==> config.mk <==
export PLATFORM = sky130hd
export DESIGN_NAME = mdu_iter
export DESIGN_NICKNAME = d
export VERILOG_FILES = /design/src/rtl/mdu_iter.sv
export SDC_FILE = /design/constraint.sdc
export NUM_CORES = 1
export LEC_CHECK = 0
export BUFFER_PORTS_ARGS = -buffer_cell sky130_fd_sc_hd__buf_2
export CORE_ASPECT_RATIO = 0.6
export CORE_MARGIN = 1.5
export CORE_UTILIZATION = 40
export CTS_CLUSTER_SIZE = 10
export DETAILED_ROUTE_END_ITERATION = 7
export GPL_TIMING_DRIVEN = 0
export PLACE_DENSITY = 0.67
export SYNTH_ARGS = -nofsm -noshare
export SYNTH_HDL_FRONTEND = slang
export SYNTH_SLANG_ARGS = --single-unit
==> constraint.sdc <==
create_clock -name clk -period 11.86 [get_ports clk]
set_input_delay 0 -clock clk [delete_from_list [all_inputs] [get_ports clk]]
set_output_delay 0 -clock clk [all_outputs]
set_load 0.01 [all_outputs]
==> src/rtl/mdu_iter.sv <==
// mdu_iter: iterative signed/unsigned MULT/DIV unit with private HI/LO for the EX stage.
// Optional MDU_EARLY_OUT_EN: a multiply finishes as soon as its remaining multiplier bits are zero.
module mdu_iter #(
    parameter int WIDTH = 32,
    parameter int CNT_W = 6
) (
    input  logic             clk,
    input  logic             rst,
    input  logic             op_valid,
    input  logic [2:0]       op,
    input  logic [WIDTH-1:0] rs_data,
    input  logic [WIDTH-1:0] rt_data,
    input  logic             cancel,
    input  logic             hilo_rd,
    output logic             busy,
    output logic             stall,
    output logic [WIDTH-1:0] hi,
    output logic [WIDTH-1:0] lo,
    output logic             done
);
    typedef enum logic [1:0] {IDLE, RUN, FIX} state_t;

    state_t             r_state;
    logic [WIDTH-1:0]   r_a, r_m, r_p, r_l, r_hi, r_lo;
    logic [CNT_W-1:0]   r_cnt;
    logic               r_div, r_neg_q, r_neg_r, r_busy, r_done;

    logic               w_signed, w_is_div, w_start, w_rs_neg, w_rt_neg, w_dz, w_ge, w_last;
    logic [WIDTH-1:0]   w_rs_abs, w_rt_abs, w_m_nxt, w_sub, w_p_nxt, w_l_nxt, w_q, w_r;
    logic [WIDTH:0]     w_sum, w_rsh;
    logic [2*WIDTH-1:0] w_prod_raw, w_prod;

    assign w_signed = op == 3'd1 || op == 3'd3;
    assign w_is_div = op == 3'd3 || op == 3'd4;
    assign w_start  = op >= 3'd1 && op <= 3'd4;
    assign w_rs_neg = w_signed && rs_data[WIDTH-1];
    assign w_rt_neg = w_signed && rt_data[WIDTH-1];
    assign w_rs_abs = w_rs_neg ? -rs_data : rs_data;
    assign w_rt_abs = w_rt_neg ? -rt_data : rt_data;
    assign w_dz     = w_is_div && rt_data == '0;

    // Multiply: {r_p, r_l} is the product shifting right; divide: r_p remainder, r_l dividend/quotient.
    assign w_sum   = {1'b0, r_p} + (r_m[0] ? {1'b0, r_a} : '0);
    assign w_m_nxt = r_m >> 1;
    assign w_rsh   = {r_p, r_l[WIDTH-1]};
    assign w_ge    = w_rsh >= {1'b0, r_a};
    assign w_sub   = w_rsh[WIDTH-1:0] - r_a;
    assign w_p_nxt = r_div ? (w_ge ? w_sub : w_rsh[WIDTH-1:0]) : w_sum[WIDTH:1];
    assign w_l_nxt = r_div ? {r_l[WIDTH-2:0], w_ge} : {w_sum[0], r_l[WIDTH-1:1]};

`ifdef MDU_EARLY_OUT_EN
    // On an early exit r_cnt holds the number of shifts still owed to the product.
    assign w_last     = r_cnt == '0 || (!r_div && w_m_nxt == '0);
    assign w_prod_raw = {r_p, r_l} >> r_cnt;
`else
    assign w_last     = r_cnt == '0;
    assign w_prod_raw = {r_p, r_l};
`endif

    assign w_prod = r_neg_q ? -w_prod_raw : w_prod_raw;
    assign w_q    = r_neg_q ? -r_l : r_l;
    assign w_r    = r_neg_r ? -r_p : r_p;

    always_ff @(posedge clk or posedge rst) begin
        if (rst) begin
            r_state <= IDLE;
            r_a     <= '0;
            r_m     <= '0;
            r_p     <= '0;
            r_l     <= '0;
            r_hi    <= '0;
            r_lo    <= '0;
            r_cnt   <= '0;
            r_div   <= 1'b0;
            r_neg_q <= 1'b0;
            r_neg_r <= 1'b0;
            r_busy  <= 1'b0;
            r_done  <= 1'b0;
        end else begin
            r_done <= 1'b0;
            case (r_state)
                IDLE: if (op_valid && !cancel) begin
                    if (w_start) begin
                        r_div   <= w_is_div;
                        r_a     <= w_is_div ? w_rt_abs : w_rs_abs;
                        r_m     <= w_rt_abs;
                        r_p     <= '0;
                        // Divide by zero keeps the raw dividend so it lands in HI untouched.
                        r_l     <= w_is_div ? (w_dz ? rs_data : w_rs_abs) : '0;
                        r_neg_q <= (w_rs_neg ^ w_rt_neg) && !w_dz;
                        r_neg_r <= w_rs_neg && !w_dz;
                        r_cnt   <= CNT_W'(WIDTH - 1);
                        r_busy  <= 1'b1;
                        r_state <= RUN;
                    end else if (op == 3'd5) begin
                        r_hi <= rs_data;
                    end else if (op == 3'd6) begin
                        r_lo <= rs_data;
                    end
                end
                RUN: if (cancel) begin
                    r_state <= IDLE;
                    r_busy  <= 1'b0;
                end else begin
                    r_p <= w_p_nxt;
                    r_l <= w_l_nxt;
                    r_m <= w_m_nxt;
                    if (w_last) r_state <= FIX;
                    else r_cnt <= r_cnt - 1'b1;
                end
                FIX: begin
                    r_state <= IDLE;
                    r_busy  <= 1'b0;
                    if (!cancel) begin
                        r_hi   <= r_div ? w_r : w_prod[2*WIDTH-1:WIDTH];
                        r_lo   <= r_div ? w_q : w_prod[WIDTH-1:0];
                        r_done <= 1'b1;
                    end
                end
                default: r_state <= IDLE;
            endcase
        end
    end

    assign busy  = r_busy;
    assign stall = r_busy && (op_valid || hilo_rd);
    assign hi    = r_hi;
    assign lo    = r_lo;
    assign done  = r_done;
endmodule

# Yosys cells after proc, flatten, opt, wreduce, memory -nomap -nowiden
# Index checks and enable logic that the tools add are counted.
# classes
mul	0
shifts	0
muxes	53
n_reduce_logical	26
magnitude_cmp	3
n_div	0
n_bitwise	1
n_addsub	8
n_eq_ne	18
# op_table
operator	count
32-bit 2-to-1 mux	31
32-bit one-hot mux with 2 select lines	5
32-bit negator	4
64-bit 2-to-1 mux	1
64-bit negator	1
32-bit by 32-bit adder with 33-bit output	1
33-bit by 32-bit >= comparator with 1-bit output	1
32-bit logical NOT	1
32-bit subtractor	1
6-bit 2-to-1 mux	4
2-bit != test (second input constant)	10
6-bit one-hot mux with 2 select lines	1
5-bit AND reduction	2
3-bit equality test (second input constant)	3
1-bit logical AND	8
2-bit 2-to-1 mux	4
4-bit AND reduction	2
6-bit logical NOT	1
3-bit AND reduction	2
6-bit AND reduction	1
6-bit by 1-bit subtractor with 6-bit output (second input constant)	1
1-bit 2-to-1 mux	5
2-bit one-hot mux with 2 select lines	1
2-bit nonzero test	2
other kinds (13)	16
# totals
ramBits	0
reg_bits	205
wordCells	122
out_inout_bits	67
n_memories	0
mem_bits_ro	0
latchBits	0

# Depth between registers and ports, before layout
# Gate-level depths: netlist of the first run.
# logic_depth
depth_word	9
depth_mapped	15
depth_no_buf	14

# Least setup slack after synthesis of the first run
# OpenSTA, ideal clock, no wires.
# synth_path
kind	register to register
start	register r_m[0]
end	register r_p[27]
path_stages_with_launch	16
synth_period_minus_slack_ns	3.578
arrival_ns	3.443
path_slack_ns	8.282
path_cell_list	dfrtp_1 -> clkbuf_1 -> and2_1 -> ha_1 -> inv_1 -> fa_1 -> nand2b_1 -> a21oi_1 -> o41ai_1 -> a21boi_0 -> a31oi_1 -> o311ai_0 -> a311oi_1 -> xnor2_1 -> a22oi_1 -> o211ai_1
# synth_between
elab_chain_cells	5
# synth_rtl
item	line	text
start: declaration	24	logic [WIDTH-1:0] r_a, r_m, r_p, r_l, r_hi, r_lo;
start signal: assignment	86	r_m <= w_rt_abs;
start signal: assignment	107	r_m <= w_m_nxt;
32-bit 2-to-1 mux	43	assign w_sum = {1'b0, r_p} + (r_m[0] ? {1'b0, r_a} : '0);
32-bit by 32-bit adder with 33-bit output	43	
32-bit 2-to-1 mux	48	assign w_p_nxt = r_div ? (w_ge ? w_sub : w_rsh[WIDTH-1:0]) : w_sum[WIDTH:1];
32-bit 2-to-1 mux	101	RUN: if (cancel) begin
32-bit one-hot mux with 2 select lines	81	case (r_state)
end signal: assignment	105	r_p <= w_p_nxt;
end: declaration	24	
# Every way passes these cells. The select of a mux whose other input is x is not followed.
# A chain may end at the register's enable or synchronous reset.

# Final worst setup path of the first run
# Same ends and word-level chain as after synthesis.

==> results.md, run 1 <==
* Status: finished, final reports clean
* Syn Nets at 2228
* Cells after Synth at 2080
* Slew @ Worst Pin at 1.105 ns
* Mux cell area share after synthesis at 5.737%
* Storage cell area at 5130 um2
* Worst hold margin at 0.01197 ns
* Detailed Routing Iterations Pass 1 at 7
* Gr usage total at 30.38%
* Comb power frac at 58.2%
* Top Usage Layer GRT: met1
* Sw Pwr at 2.418 mW
* CP bufs+invs at 2
* Ys flop type: dfrtp_1
* Max Buffers Root-to-Sink at 3
* Initial antenna violation count at 0
* Leakage at 8.827 nW
* Synth Area per Inst at 8.000 um2
* Detailed-route wire length per cell at 23.20 um
* Critical path's slowest cell: o311ai_0
* Vias in the first global route at 15760
* Top Family by Delay on Critical Path: compound AO/OA/AOI/OAI gates
* Post-CTS Setup Inserts at 0
* Die ar. at 42870 um2
* Synth Cell Area at 16640 um2
* Final non-filler cell total at 2856
* Sequential element share of the synthesized area at 30.83%
* Fin. Hold Viols at 0
* Min cycle time layout at 5.510 ns
* Congestion Overflow GR at 0
* Area of the multi-input gates at 10720 um2
* R2r setup slk at 6.35 ns
* Final net count at 2442
* Int Power at 2.489 mW
* Clk network pwr share at 14.0%
* CP max FO at 10
* Critical path arrival at 5.91 ns
* Compound-gate portion of the synthesized area at 23.98%
* Max incr delay on CP at 0.96 ns
* Synth Warn # at 0
* Max Clock Freq at 0.1815 GHz
* Chip width at 266.3 um
* H-tree Lvls at 1
* Port-buffer cells at 127
* Met3 GRT Util at 9.422%
* Layout fillers at 3992
* CTS hold repair buffers at 60
* Power per standard cell area at 254.6 nW/um2
* Inserted Diodes at 0
* RSZ-0062 raised after global routing: no
* Clock transition at the registers of the reported paths at 0.06 ns
* Met1 Track Usage GR at 47.05%
* Via-per-instance ratio at 5.975
* Vias at 17060
* Placement Rows at 57
* CP startpoint kind: flip-flop
* Sequential Power Share at 27.8%
* Share of post-route cells with drive strength above 1 at 9.016%
* Die H at 161.0 um
* Slew margin rel. at 26.35%
* Yosys reg bits at 205
* Largest net degree at the start of global routing at 119
* Switching share of power at 49.28%
* Met2 Usage GRT at 40.64%
* Synth Area in Adders at 5.805%
* FFs w/ async S/R, synth at 100.0%
* Number of CTS-inserted buffers at 24
* Final setup fails at 0
* Critical Path RT at 12.26 ns
* First-pass GRT wire length at 99460 um
* Final ANT Viol Nets at 0
* Post-cts sizing count at 0
* Clock Sinks at 205
* Post-DP HPWL at 52020 um
* CTS tree: yes
* Peak supply drop at 0.1287 mV
* Total of max-cap violations at 0
* Core area at 40720 um2
* GPL Wtd Cong at 0.9581
* Period Utilization, post-route at 46.46%
* Count of cell types in the netlist at 76
* Worst setup path class: flip-flop to flip-flop
* Fin. max-slew vios at 0
* Clock Skew at 0.01497 ns
* Setup TNS at 0 ns
* CP cell instances: clkbuf_1, and2_1, ha_1, inv_1, fa_1, nand2b_1, a21oi_1, o41ai_1, a21boi_0, a31oi_1, o311ai_0, a311oi_1, xnor2_1, a22oi_1, o211ai_1
* IO Pins at 139
* Number of DRC markers in iteration 0 at 2124
* Clock Latency Late Sink at 0.55 ns
* CP endpoint kind: flip-flop
* Final WL at 66250 um
* Synth Area in Simple Gates at 18.50%
* Initial core utilization at 40.86%
* Largest family of logic cells by synthesized area: compound AO/OA/AOI/OAI gates
* Remaining DRCs at 0
* Placed Cells at 2768
* Area delta synth->final at 15.80%
* XOR/XNOR share of the synthesized area at 10.37%
* EDFF count, synth at 0
* CTS root buffer: clkbuf_16
* Worst hold path class: primary input to flip-flop
layout by cell type, fill, tap and decap left out, types with 39 or more instances in the layout:
cell / n
o21ai_0: 233
nand2_1: 211
dfrtp_1: 205
a21oi_1: 193
nor2_1: 180
buf_2: 135
clkbuf_1: 105
xor2_1: 100
xnor2_1: 97
mux2i_1: 92
ha_1: 74
inv_1: 61
nor3_1: 60
dlygate4sd3_1: 60
a21o_1: 57
a211oi_1: 39
registers in the layout, summed over array words and instances, names as in the netlist, 2 cells and up:
register,cells
hi,32
lo,32
r_a,32
r_l,32
r_m,32
r_p,32
r_cnt,6
r_state,2
routing by layer:
metal	wire length [um]	part of all wire [%]
met2	25070	38
met4	1371	2.1
met5	0	0
met3	8591	13
met1	31220	47
power by group through the flow:
stage | Combinational (mW) | Clock (mW) | Sequential [mW]
after CTS | 2.79 | 0.691 | 1.34
after floorplan | 1.98 | 0 | 1.25
after detailed placement | 2.76 | 0 | 1.36
after global placement | 2.72 | 0 | 1.34
final | 2.86 | 0.686 | 1.36
after global routing | 3.13 | 0.714 | 1.39
per-stage QoR:
stage | power, mW | setup slack [ns] | area, um2 | util [%]
CTS | 4.825 | 6.680 | 19270 | 47.32
global route | 5.234 | 6.221 | 19270 | 47.32
floorplan | 3.228 | 6.264 | 16640 | -
detailed placement | 4.112 | 6.662 | 18010 | 44.23
finish | 4.906 | 6.350 | 19270 | 47.32
global placement | 4.062 | 3.679 | 17980 | 44.15
Yosys cell counts, drive strengths merged, types with 25 or more instances:
library cell	count	share of area, %
nand2	212	4.8
xor2	100	5.3
clkbuf	108	2.5
and2	38	1.4
nand3	25	0.75
dfrtp	205	31
a21oi	195	5.9
a21o	57	2.6
ha	74	5.6
a211oi	39	1.8
o31ai	26	1.3
inv	62	1.4
mux2i	92	5.5
nor2	181	4.1
xnor2	97	5.1
nor3	61	1.9
o21ai	235	7.1
final cells by class:
| class | count | area share [%] |
|---|---|---|
| Inverter | 62 | 1.247 |
| Timing Repair Buffer | 188 | 6.558 |
| Multi-Input combinational cell | 1681 | 55.61 |
| Tap cell | 560 | 3.636 |
| Clock buffer | 28 | 3.409 |
| Buffer | 132 | 2.915 |
| Sequential cell | 205 | 26.62 |
worst paths after layout:
check                                   startpoint                   to  cells past startpoint
worst max register to register  r_m[0]$_DFFE_PP0P_  r_p[27]$_DFFE_PP0P_                     15
max in group asynchronous                      rst    lo[9]$_DFFE_PP0P_                      4
worst min register to register  lo[17]$_DFFE_PP0P_   lo[17]$_DFFE_PP0P_                      1
worst min-delay path                   rt_data[30]  r_a[30]$_DFFE_PP0P_                      5
worst max-delay path            r_m[0]$_DFFE_PP0P_  r_p[27]$_DFFE_PP0P_                     15
min in group asynchronous                      rst  r_p[14]$_DFFE_PP0P_                      3
cell families (layout without fill, tap and decap cells):
group,after synthesis,after routing
AOI/OAI and AO/OA,663,663
xor gates and xnor gates,197,197
adders and majority gates,76,76
buffers and inverters,194,410
DFF,205,205
muxes,95,95
and+or+nand+nor,650,650
worst min-delay path: cells and delay by family:
kind | cells | cell delay (ns)
compound gates | 2 | 0.20
buf+inv | 1 | 0.11
xor+xnor | 1 | 0.10
simple gates | 1 | 0.10
Power figures use the tool's default switching activity.
==> run 2: changes to the inputs <==
- PLACE_DENSITY: 0.67 -> 0.69
- clock period: 11.86 -> 4.8 ns (I/O delays scaled with it)
==> run 2 against run 1 <==
Effect of this change: clock power increased to 2.6 times the previous value; worst setup slack got worse by 6.2 ns; critical endpoint is now r_p[29]$_DFFE_PP0P_; global-route usage decreased by 0.42 points; largest power group unchanged; clock skew increased by 0.0052 ns; register-to-register slack got worse by 6.2 ns; critical path depth unchanged.
==> results.md, run 2 (synthesis gave the netlist of run 1 again) <==
* CP bufs+invs at 2 (unchanged)
* Remaining DRCs at 0 (unchanged)
* Initial core utilization at 40.86% (unchanged)
* Final setup fails at 0 (unchanged)
* Status: finished, final reports clean
* Fin. max-slew vios at 0 (unchanged)
* Most frequent cells in the layout: o21ai_0 (233), nand2_1 (211), dfrtp_1 (205)
* CP endpoint kind: flip-flop
* Number of CTS-inserted buffers at 25 (+4.2%)
* Pwr Total at 12.24 mW (+150%)
* Gr usage total at 29.96% (-0.42 points)
* Total of max-cap violations at 0 (unchanged)
* Inserted Diodes at 0 (unchanged)
* Vias at 17220 (+0.93%)
* Sw Pwr at 6.018 mW (+150%)
* Final net count at 2446 (+0.16%)
* CP startpoint kind: flip-flop
* Peak supply drop at 0.3545 mV (+180%)
* Max incr delay on CP at 0.51 ns (-0.45 ns)
* Chip width at 266.3 um (unchanged)
* Via-per-instance ratio at 6.009 (+0.57%)
* Critical path's slowest cell: dfrtp_1
* Clk network pwr share at 14.4% (+0.4 points)
* R2r setup slk at 0.11 ns (-6.24 ns)
* CTS tree: yes
* Die ar. at 42870 um2 (unchanged)
* Cell count of the worst reg-to-reg path at 15 (unchanged)
* Detailed-route wire length per cell at 22.82 um (-1.6%)
* Slew margin rel. at 25.53% (-0.82 points)
* Worst hold path class: primary input to flip-flop
* CP cell instances: clkbuf_2, and2_1, ha_1, inv_1, fa_1, nand2b_1, a21oi_1, o41ai_1, a21boi_1, a31oi_1, o31ai_2, a21o_1, a21oi_1, xnor2_1, a221o_1
* Number of DRC markers in iteration 0 at 2423 (+14%)
* Min-delay src: rt_data[30]
* Port-buffer cells at 127 (unchanged)
* Share of post-route cells with drive strength above 1 at 9.497% (+0.48 points)
* Int Power at 6.218 mW (+150%)
* Post-DP HPWL at 51580 um (-0.84%)
* GPL Wtd Cong at 0.9867 (+3.0%)
* Final WL at 65410 um (-1.3%)
* Worst path most repeated cell: a21oi_1
* Worst setup path class: flip-flop to flip-flop
* Core area at 40720 um2 (unchanged)
* Placement Rows at 57 (unchanged)
* RSZ-0062 raised after global routing: no
* Commonest non-fill, non-tap cell in the layout: o21ai_0
* Switching share of power at 49.18% (-0.095 points)
* Top Family by Delay on Critical Path: compound AO/OA/AOI/OAI gates
* Vias in the first global route at 15950 (+1.2%)
* Leakage at 8.888 nW (+0.69%)
* Comb power frac at 58.0% (-0.2 points)
* Max Buffers Root-to-Sink at 3 (unchanged)
* First-pass GRT wire length at 98240 um (-1.2%)
* Initial antenna violation count at 1 (+1)
* Period Utilization, post-route at 97.65% (+51 points)
* Clock Sinks at 205 (unchanged)
* RR Endpoint: r_p[29]$_DFFE_PP0P_
* CP max FO at 10 (unchanged)
* Critical Path RT at 5.23 ns (-7.03 ns)
* Clock Latency Late Sink at 0.55 ns (about the same)
* Sequential Power Share at 27.6% (-0.2 points)
* Slew @ Worst Pin at 1.117 ns (+0.01227 ns)
* Clock Skew at 0.02017 ns (+0.005207 ns)
* H-tree Lvls at 1 (unchanged)
* Worst hold margin at 0.02224 ns (+0.01027 ns)
* Die H at 161.0 um (unchanged)
* WHS Endpoint: r_m[31]$_DFFE_PP0P_
* Max Clock Freq at 0.2134 GHz (+18%)
* Congestion Overflow GR at 0 (unchanged)
* Clock transition at the registers of the reported paths at 0.06 ns (about the same)
* Worst Hold Depth at 5 (unchanged)
* CTS root buffer: clkbuf_16
* Min cycle time layout at 4.687 ns (-0.8227 ns)
* Largest net degree at the start of global routing at 44 (-63%)
* Detailed Routing Iterations Pass 1 at 6 (-1)
* Power per standard cell area at 630.7 nW/um2 (+150%)
* IO Pins at 139 (unchanged)
* Critical path arrival at 5.12 ns (-0.79 ns)
* Fin. Hold Viols at 0 (unchanged)
* Area delta synth->final at 16.59%
* Worst R2R Start: r_m[0]$_DFFE_PP0P_
* Final ANT Viol Nets at 0 (unchanged)
-- run 2: cell type report --
| cell class | instances | area (um2) |
|---|---|---|
| tap | 560 | 700.7 |
| sequential | 205 | 5130 |
| clock buffer | 33 | 695.7 |
| fill | 3934 | 21320 |
| inverter | 62 | 236.5 |
| multi-input combinational | 1681 | 10740 |
| clock inverter | 2 | 13.76 |
| timing repair buffer | 191 | 1326 |
| buffer | 132 | 563.0 |
-- run 2: worst max path at each step --
stage / cells past startpoint / endpoint / start
after floorplan: 15 / r_p[27]$_DFFE_PP0P_ / r_m[0]$_DFFE_PP0P_
after global placement: 15 / r_p[27]$_DFFE_PP0P_ / r_m[0]$_DFFE_PP0P_
after detailed placement: 15 / r_p[27]$_DFFE_PP0P_ / r_m[0]$_DFFE_PP0P_
after CTS: 15 / r_p[27]$_DFFE_PP0P_ / r_m[0]$_DFFE_PP0P_
after global routing: 15 / r_p[29]$_DFFE_PP0P_ / r_m[0]$_DFFE_PP0P_
final: 15 / r_p[29]$_DFFE_PP0P_ / r_m[0]$_DFFE_PP0P_
-- run 2: worst reg2reg max path, cell delays in order, from the launching register on --
cell      delay, ns
dfrtp_1        0.51
clkbuf_2       0.30
and2_1         0.17
ha_1           0.21
inv_1          0.07
fa_1           0.41
nand2b_1       0.22
a21oi_1        0.44
o41ai_1        0.19
a21boi_1       0.40
a31oi_1        0.37
o31ai_2        0.50
a21o_1         0.23
a21oi_1        0.10
xnor2_1        0.14
a221o_1        0.32
-- run 2: layer usage --
metal,share of wire (%),up-vias,track usage (%)
li1,-,7827,-
met1,46,8167,45.98
met2,38,1098,39.91
met3,14,128,9.986
met4,2.4,2,6.069
met5,0.017,-,0
-- run 2: power groups by stage --
stage	logic (mW)	registers (mW)	clock network [mW]
final	7.09	3.38	1.77
after floorplan	4.89	3.09	0
after detailed placement	6.80	3.34	0
after global placement	6.69	3.31	0
after global routing	7.79	3.43	1.85
after CTS	6.89	3.32	1.77
-- run 2: through the flow --
stage          instances  utilization (%)  area, um2  TNS [ns]  setup WS [ns]
2_1_floorplan       2080                -      16640         0          1.222
3_3_place_gp        2767            44.15      17980   -0.2807        -0.2807
3_5_place_dp        2772            44.40      18080   -0.7463        -0.3834
4_1_cts             2866            47.59      19380         0         0.1089
5_1_grt             2866            47.64      19400         0      0.0002371
6_report            2866            47.64      19400         0         0.1129
-- run 2: repair_timing --
item | CTS | global route
endpoints found under the setup margin | 5 | 8
hold buffers | 59 | 0
gates resized for setup | 2 | 7
buffers inserted | 0 | 0
hold endpoints to repair | 173 | 0
==> run 3: changes to the inputs <==
- CORE_MARGIN: 1.5 -> default
- CTS_BUF_LIST: default -> sky130_fd_sc_hd__clkbuf_2 sky130_fd_sc_hd__clkbuf_4 sky130_fd_sc_hd__clkbuf_8
==> run 3 against run 2 <==
Effect of this change: cell count is 1.2% higher; power is 1.6% higher; die area down 0.99%; utilization grew 0.46 points; non-clock buffer count rose by 8; first-iteration DRC count shrank 10%; worst hold slack better by 0.015 ns; clock power rose by 8%; critical path type unchanged.
==> results.md, run 3 (synthesis gave the netlist of run 1 again) <==
* Status: finished, final reports clean
* Vias at 17250 (+0.15%)
* CP startpoint kind: flip-flop
* Number of CTS-inserted buffers at 35 (+40%)
* Total of max-cap violations at 0 (unchanged)
* CP max FO at 10 (unchanged)
* Port-buffer cells at 127 (unchanged)
* RSZ-0062 raised after global routing: no
* Final WL at 66600 um (+1.8%)
* Fin. Hold Viols at 0 (unchanged)
* GPL Wtd Cong at 0.9919 (+0.53%)
* Core area at 40720 um2 (unchanged)
* Die ar. at 42450 um2 (-0.99%)
* Largest net degree at the start of global routing at 44 (unchanged)
* R2r setup slk at 0.20 ns (+0.09 ns)
* Max Clock Freq at 0.2173 GHz (+1.8%)
* IO Pins at 139 (unchanged)
* Worst Hold Depth at 5 (unchanged)
* Placement Rows at 57 (unchanged)
* Met2 Usage GRT at 40.81% (+0.90 points)
* Cell count of the worst reg-to-reg path at 15 (unchanged)
* Final WS setup at 0.1980 ns (+0.08504 ns)
* Critical Path RT at 5.24 ns (about the same)
* Setup WS pre-CTS at -0.4385 ns (-0.05506 ns)
* Area delta synth->final at 17.72%
* CTS tree: yes
* Clock Sinks at 205 (unchanged)
* Met3 GRT Util at 10.19% (+0.21 points)
* Gr usage total at 30.71% (+0.75 points)
* Placed Cells at 2772 (unchanged)
* Most frequent cells in the layout: o21ai_0 (233), nand2_1 (211), dfrtp_1 (205)
* Critical path arrival at 5.05 ns (-0.07 ns)
* H-tree Lvls at 2 (+1)
* Min-delay src: rt_data[1]
* RR Endpoint: r_p[29]$_DFFE_PP0P_
* Met1 Track Usage GR at 47.14% (+1.2 points)
* Detailed Routing Iterations Pass 1 at 7 (+1)
* Die H at 160.0 um (-0.62%)
* Final non-filler cell total at 2899 (+1.2%)
* WHS Endpoint: r_a[1]$_DFFE_PP0P_
* Detailed-route wire length per cell at 22.97 um (+0.65%)
* Via-per-instance ratio at 5.949 (-0.99%)
* Share of post-route cells with drive strength above 1 at 10.60% (+1.1 points)
* Remaining DRCs at 0 (unchanged)
* Peak supply drop at 0.3330 mV (-6.0%)
* Final net count at 2464 (+0.74%)
* Post-CTS Setup Inserts at 0 (unchanged)
* DP Area at 18080 um2 (unchanged)
* Fin. max-slew vios at 0 (unchanged)
* Worst R2R Start: r_m[0]$_DFFE_PP0P_
* Congestion Overflow GR at 0 (unchanged)
* First-pass GRT wire length at 99500 um (+1.3%)
* Initial core utilization at 40.86% (unchanged)
* Chip width at 265.3 um (-0.38%)
* Min cycle time layout at 4.602 ns (-0.08504 ns)
* Worst setup path class: flip-flop to flip-flop
* CP endpoint kind: flip-flop
* Leakage at 8.994 nW (+1.2%)
* Worst hold path class: primary input to flip-flop
* Final ANT Viol Nets at 0 (unchanged)
* Setup TNS at 0 ns (unchanged)
* Number of DRC markers in iteration 0 at 2180 (-10%)
* Post-route cell area at 19590 um2 (+0.97%)
* Initial antenna violation count at 1 (unchanged)
* Max Buffers Root-to-Sink at 3 (unchanged)
* CTS root buffer: clkbuf_8
* Slew @ Worst Pin at 1.029 ns (-0.08773 ns)
* Top Usage Layer GRT: met1
* Clock Latency Late Sink at 0.58 ns (+0.03 ns)
* Inserted Diodes at 0 (unchanged)
* Post-DP HPWL at 52250 um (+1.3%)
* Clock transition at the registers of the reported paths at 0.06 ns (about the same)
* Period Utilization, post-route at 95.88% (-1.8 points)
* Power per standard cell area at 634.3 nW/um2 (+0.58%)
* Clock Skew at 0.02502 ns (+0.004842 ns)
* Slew margin rel. at 31.38% (+5.8 points)
* Commonest non-fill, non-tap cell in the layout: o21ai_0
* Worst hold margin at 0.03701 ns (+0.01477 ns)
* Final setup fails at 0 (unchanged)
* Vias in the first global route at 15970 (+0.15%)
==> run 3: cell count changes in the layout (fill, tap and decap cells not counted), sizes merged <==
cell	previous run	this run
dlygate4sd3	59	67
clkbuf	141	160
clkinvlp	1	2
bufinv	0	3
clkinv	1	3
==> run 3: power breakdown <==
group          switching (mW)  internal [mW]  total [mW]
clock                   0.831           1.09        1.92
sequential              0.913           2.45        3.36
combinational            4.37           2.77        7.14
total                    6.11           6.31        12.4
==> run 3: layout make-up <==
type	count	area (um2)
Tap cell	560	700.7
Buffer	132	563.0
Multi-Input combinational cell	1681	10740
Clock buffer	52	696.9
Inverter	62	236.5
Clock inverter	8	121.4
Sequential cell	205	5130
Timing Repair Buffer	199	1406
Fill cell	4015	21130
==> run 3: worst max-delay path by stage <==
stage	cells past startpoint	start	to	slack, ns
global route	15	r_m[0]$_DFFE_PP0P_	r_p[25]$_DFFE_PP0P_	0.05
global placement	15	r_m[0]$_DFFE_PP0P_	r_p[27]$_DFFE_PP0P_	-0.38
detailed placement	15	r_m[0]$_DFFE_PP0P_	r_p[27]$_DFFE_PP0P_	-0.44
finish	15	r_m[0]$_DFFE_PP0P_	r_p[29]$_DFFE_PP0P_	0.20
floorplan	15	r_m[0]$_DFFE_PP0P_	r_p[27]$_DFFE_PP0P_	1.22
CTS	15	r_m[0]$_DFFE_PP0P_	r_p[27]$_DFFE_PP0P_	0.08
==> run 3: what timing repair did <==
action                                  4_1_cts  5_1_grt
endpoints found under the hold margin       232        0
resized for setup                             3        5
hold buffers                                 67        0
endpoints found under the setup margin        6        6
==> run 3: stage by stage <==
step	util (%)	total power, mW
after floorplan	-	7.976
after global placement	44.15	10.07
after detailed placement	44.40	10.21
after CTS	48.06	12.19
after global routing	48.11	13.22
final	48.11	12.43
==> run 3: routing by layer <==
layer  vias to the layer above  part of all wire (%)
met5                         -                     0
li1                       7884                     -
met3                       107                    13
met4                         0                   1.9
met1                      8268                    47
met2                       988                    38
==> run 3: worst max-delay path: stages (launching register included) <==
cell	delay, ns
dfrtp_1	0.56
clkbuf_2	0.32
and2_1	0.17
ha_1	0.21
inv_1	0.07
fa_1	0.37
nand2b_1	0.21
a21oi_1	0.37
o41ai_1	0.18
a21boi_1	0.40
a31oi_1	0.33
o31ai_2	0.52
a21o_1	0.23
a21oi_1	0.09
xnor2_1	0.13
a221o_1	0.31
